`config.mk`:
```
export PLATFORM = sky130hd
export DESIGN_NAME = regfile_wb
export DESIGN_NICKNAME = d
export VERILOG_FILES = /design/src/rtl/regfile_wb.sv
export SDC_FILE = /design/constraint.sdc
export NUM_CORES = 2
export LEC_CHECK = 0
export ABC_AREA = 1
export ABC_CLOCK_PERIOD_IN_PS = 4600
export CAP_MARGIN = 20
export CORE_MARGIN = 10
export CORE_UTILIZATION = 31
export DETAILED_ROUTE_END_ITERATION = 12
export PLACE_DENSITY_LB_ADDON = 0.2
export SLEW_MARGIN = 20
export SYNTH_ARGS = -nofsm -noshare
export SYNTH_HDL_FRONTEND = slang
export SYNTH_SLANG_ARGS = --single-unit
```
`constraint.sdc`:
```
create_clock -name clk -period 4.6 [get_ports clk]
set_clock_uncertainty 0.15 [all_clocks]
set_input_delay 0.92 -clock clk [delete_from_list [all_inputs] [get_ports clk]]
set_output_delay 0.92 -clock clk [all_outputs]
set_load 0.1 [all_outputs]
```
`src/rtl/regfile_wb.sv`:
```
// Write-back register file: 2**AW x DW array, r0 hardwired to zero.
// Build with REGFILE_BYPASS_EN to forward the same-cycle write to reads.
module regfile_wb #(
   parameter int DW = 32,
   parameter int AW = 5
) (
   input  logic          clk,
   input  logic          rst_,
   input  logic [AW-1:0] wb_wd,
   input  logic          wb_wreg,
   input  logic [DW-1:0] wb_wdata,
   input  logic          wb_stall,
   input  logic          re0,
   input  logic [AW-1:0] raddr0,
   output logic [DW-1:0] rdata0,
   input  logic          re1,
   input  logic [AW-1:0] raddr1,
   output logic [DW-1:0] rdata1,
   output logic          wr_commit
);

   localparam int DEPTH = 1 << AW;

   logic [DW-1:0] regs_q [DEPTH];
   logic          wr_commit_q;
   logic          wr_commit_d;
   logic          wr_live;

   // A write is "live" when it would update the array this edge,
   // ignoring reset; reset is folded into the commit separately.
   assign wr_live     = wb_wreg && !wb_stall && (wb_wd != '0);
   assign wr_commit_d = rst_ && wr_live;

   always_ff @(posedge clk) begin
      if (!rst_) begin
         for (int i = 0; i < DEPTH; i++) begin
            regs_q[i] <= '0;
         end
         wr_commit_q <= 1'b0;
      end else begin
         if (wr_commit_d) begin
            regs_q[wb_wd] <= wb_wdata;
         end
         wr_commit_q <= wr_commit_d;
      end
   end

   assign wr_commit = wr_commit_q;

   function automatic logic [DW-1:0] rd_port(
      input logic          rst_n,
      input logic          re,
      input logic [AW-1:0] ra,
      input logic          live,
      input logic [AW-1:0] wd,
      input logic [DW-1:0] wdata,
      input logic [DW-1:0] arr
   );
      logic [DW-1:0] res;
      res = '0;
      if (!rst_n || !re || (ra == '0)) begin
         res = '0;
`ifdef REGFILE_BYPASS_EN
      end else if (live && (ra == wd)) begin
         res = wdata;
`endif
      end else begin
         res = arr;
      end
`ifndef REGFILE_BYPASS_EN
      if (live && (wd == '0) && (wdata == '0)) begin
         res = res;
      end
`endif
      return res;
   endfunction

   always_comb begin
      rdata0 = '0;
      rdata0 = rd_port(rst_, re0, raddr0, wr_live, wb_wd,
                       wb_wdata, regs_q[raddr0]);
   end

   always_comb begin
      rdata1 = '0;
      rdata1 = rd_port(rst_, re1, raddr1, wr_live, wb_wd,
                       wb_wdata, regs_q[raddr1]);
   end

endmodule

```
## Word-level counts from Yosys, hierarchy flattened

Memories as Yosys holds them, arrays and structs flattened.
Cells that the tools add are included.

| word-level totals | value |
|---|---|
| flip-flop bits (word level) | 1 |
| bits in writable memories | 1024 |
| input bits | 53 |
| output and inout port bits | 65 |
| logic and storage cells | 26 |
| memories | 1 |

| cells by class | value |
|---|---|
| mux-type cells | 9 |
| reductions and logical operators | 15 |

Memories:

| memory | words | bits a word | rd ports | clocked after memory_dff | wr ports | line | RTL |
|---|---|---|---|---|---|---|---|
| regs_q | 32 | 32 | 2 | 0 | 32 | 24 | `logic [DW-1:0] regs_q [DEPTH];` |

Operators with widths:

| cell | number |
|---|---|
| $mux 32 | 3 |
| $reduce_or 32->1 | 1 |
| $logic_not 5->1 | 2 |
| $mux 1 | 5 |
| $mux 5 | 1 |
| $reduce_bool 5->1 | 1 |
| $logic_not 1->1 | 4 |
| $logic_or 1x1->1 | 4 |
| $logic_and 1x1->1 | 3 |

## Longest topological paths before layout

| depth | value |
|---|---|
| word-level depth | 9 |
| depth in mapped cells | 12 |
| gate-level depth less buffers | 9 |

## Worst setup path after synthesis

OpenSTA, ideal clock, no wires.

| timing | value |
|---|---|
| path type | input port to output port |
| start | input raddr1[1] |
| end | output rdata1[24] |
| arrival | 3.326 ns |
| required time | 3.530 ns |
| setup slack | 0.204 ns |
| cell stages on the path | 11 |
| path buffers | 4 |
| cell sequence | buf_2 > inv_1 > buf_2 > buf_2 > buf_2 > o21ai_0 > o21ai_0 > nor2_1 > nor2_1 > nor2_1 > nor2_1 |

| between the ends | value |
|---|---|
| longest elaborated chain between the ends | 3 |
| elaborated cells between the ends (all ways) | 4 |
| classes of those cells | mux (1); reduce/logical (2); memory (1) |

Ends and longest elaborated chain:

| element | line | RTL |
|---|---|---|
| start, declared | 17 | `input logic [AW-1:0] raddr1,` |
| parallel branches: the longest is 2 deep, another holds $mem_v2 32x32 | -- |  |
| $mux 32 * | 61 | `if (!rst_n \|\| !re \|\| (ra == '0)) begin` |
| end, declared | 18 | `output logic [DW-1:0] rdata1,` |

Every way passes the cells marked *.

## Final worst setup path

| timing | value |
|---|---|
| start | input raddr0[0] |
| end | output rdata0[10] |

| between the ends | value |
|---|---|
| longest elaborated chain between the ends | 3 |
| elaborated cells between the ends (all ways) | 4 |
| classes of those cells | mux (1); reduce/logical (2); memory (1) |

Ends and longest elaborated chain:

| element | line | RTL |
|---|---|---|
| start, declared | 14 | `input logic [AW-1:0] raddr0,` |
| parallel branches: the longest is 2 deep, another holds $mem_v2 32x32 | -- |  |
| $mux 32 * | 61 |  |
| end, declared | 15 | `output logic [DW-1:0] rdata0,` |

Marks and branches as above.

==> flow_metrics.env <==
export IMPL_netlist_area_um2=56200
export IMPL_maxSlewHeadroom_pct=26.8
export IMPL_yosys_area_top_type_share_pct=54.7
export IMPL_gr_total_overflow=0
export IMPL_path_class="input pin to primary output"
export IMPL_final_max_slew_viol_count=0
export IMPL_synth_area_leaders="edfxtp_1, nand2_1, nor2_1"
export IMPL_met1_usage_pct=32.0
export IMPL_ios=118
export IMPL_timing_max_cap_violations=0
export IMPL_cts_buffers_inserted=117
export IMPL_busiest_layer="met2"
export IMPL_grt_util_met2_pct=39.9
export IMPL_dr_pass1_iters=6
export IMPL_grtUsageMet3_pct=3.78
export IMPL_yosys_warnings=0
export IMPL_place_congestion=0.856
export IMPL_wl_per_cell_um=27.0
export IMPL_cts_resized=0
export IMPL_syn_to_final_growth_pct=17.1
export IMPL_n_fill_cell=18200
export IMPL_grt_pass1_vias=48300
export IMPL_grt_pass1_wl_um=357000
export IMPL_die_area_um2=199000
export IMPL_synthDistinctLibCells=26
export IMPL_hold_viol=0
export IMPL_power_density_nw_per_um2=370
export IMPL_rows=156
export IMPL_place_inst=9198
export IMPL_drc_errors=0
export IMPL_outcome="finished, final reports clean"
export IMPL_postRouteAntennaNets=0
export IMPL_fin_crit_sh_pct=96.1
export IMPL_drtIter0Drc=7220
export IMPL_tightest_slew_ps=1100
export IMPL_viasPerCell=5.50
export IMPL_layout_nets=7001
export IMPL_postSynthAreaPerCell_um2=8.02
export IMPL_place_ws_ps=239
export IMPL_h_tree_depth=3
export IMPL_power_leakage_nw=26.1
export IMPL_synthCells=7011
export IMPL_clk_path_buf_depth=3
export IMPL_drt_total_wl_um=254000
export IMPL_max_freq_mhz=226
export IMPL_post_cts_buffers=0
export IMPL_grtUsageTotal_pct=24.6
export IMPL_post_route_min_period_ps=4420
export IMPL_fin_cells=9424
export IMPL_grt_antenna_before_repair=13
export IMPL_peakVddDrop_mv=0.324
export IMPL_fin_util_pct=36.5
export IMPL_cts_tree="built"
export IMPL_finalPower_mw=24.4
export IMPL_die_w_um=446
export IMPL_crit_required_ps=3530
export IMPL_hold_class="input pin to flop"
export IMPL_worst_setup_path_start_kind="input pin"
export IMPL_grt_max_degree=145
export IMPL_vias=51800
export IMPL_drive_gt1_share_pct=8.75
export IMPL_portBuffers=117
export IMPL_dp_hpwl_um=145000
export IMPL_critPathMaxFanout=144
export IMPL_finalWorstSetupSlack_ps=178
export IMPL_worstPathArrival_ps=3350
export IMPL_clockRootBuffer="clkbuf_16"
export IMPL_die_height_um=446
export IMPL_core_um2=181000
export IMPL_clkTransAtPathRegs_ps=50
export IMPL_synth_seq_area_share_pct=54.7
export IMPL_initial_core_util_pct=31.1
export IMPL_grt_setup_unrepaired="false"
export IMPL_cts_hold_buffers=0
export IMPL_ys_ff_latch=1025
export IMPL_finalSetupTns_ps=0
export IMPL_setup_violations=0
export IMPL_cp_end_kind="primary output"
export IMPL_synth_top_area_cell="edfxtp_1"
export IMPL_cts_sinks=1025
==> power breakdown <==
part	internal, mW	leakage, nW	switching [mW]
registers	10.8	9.75	0.226
logic	0.982	14.5	2.57
clock network	5.69	1.92	4.13
total	17.4	26.1	6.93
==> metal layers <==
layer	wire [µm]	up-vias
met4	13800	4
met1	98800	25200
li1	-	23000
met5	25	-
met2	117000	3000
met3	24900	602
==> through the flow <==
| step | hold slack, ps | cell area (µm²) |
|---|---|---|
| 3_3_place_gp | 1530 | 61800 |
| 2_1_floorplan | 1010 | 56300 |
| 3_5_place_dp | 1540 | 61900 |
| 4_1_cts | 735 | 65800 |
| 5_1_grt | 785 | 65800 |
| 6_report | 765 | 65900 |
==> final cells by class <==
class | instances | area, µm² | share of cell area, %
antenna | 5 | 12.5 | 0.0190
clock buffer | 135 | 3060 | 4.65
clock inverter | 85 | 871 | 1.32
inverter | 362 | 1380 | 2.09
multi-input combinational | 5052 | 21900 | 33.2
sequential | 1025 | 30800 | 46.7
tap | 2370 | 2970 | 4.50
timing repair buffer | 390 | 4930 | 7.49
==> path summary, 6_finish.rpt <==
kind / from / depth (start not counted) / slack (ps) / end
min: rst_ / 5 / 760 / wr_commit
max: raddr0[0] / 12 / 180 / rdata0[10]
==> Yosys cell counts <==
cell type / n
or2_2: 3
o21ai_0: 486
buf_1: 63
nor3_1: 7
buf_4: 2
nor3_4: 3
nor2_1: 1689
a21oi_1: 351
o211ai_1: 249
nand4_1: 1
nand2_1: 1707
buf_2: 213
nand2_2: 1
nor2_2: 1
inv_1: 355
nand3_1: 518
a31oi_1: 1
conb_1: 1
inv_2: 6
nor2_4: 1
edfxtp_1: 1024
nor3b_2: 1
clkbuf_1: 325
clkinv_1: 1
dfxtp_1: 1
nor3_2: 1
==> registers in the layout, indices dropped and copies added, names as in the netlist <==
register,flops
regs_q,1024
wr_commit,1
==> cells in the final DEF, fill, tap and decap left out, types with 2 or more instances in the layout <==
master,instances
o21ai_0,486
edfxtp_1,1024
nand3_1,518
inv_8,2
clkdlybuf4s50_1,42
buf_2,3
inv_1,344
a21oi_1,351
buf_12,146
clkbuf_16,120
bufinv_16,17
diode_2,5
inv_6,2
nand2_2,63
inv_2,12
nor3_1,7
clkinv_2,29
o211ai_1,249
nand2_1,1645
buf_4,191
clkinvlp_4,7
or2_2,3
buf_16,2
clkinv_1,30
nor3_4,3
nor2_4,5
buf_8,5
nor2_1,1686
conb_1,32
clkbuf_1,15
==> worst max-delay path, stage by stage <==
cell and delay, ps:
buf_8 330, buf_12 460, nand2_1 120, nand3_1 110, nand2_1 50, nor2_1 130
nand2_1 70, nand3_1 100, nand2_1 60, nor2_1 410, buf_4 210, buf_12 160
==> logic make-up after synthesis <==
| logic type | Yosys count | share of synthesized area (%) |
|---|---|---|
| AO/OA/AOI/OAI | 1087 | 10.8 |
| buffers and inverters | 965 | 6.93 |
| other | 1 | 0.00667 |
| AND/OR/NAND/NOR | 3933 | 27.6 |
| flip-flops | 1025 | 54.7 |
Power figures use the tool's default switching activity.
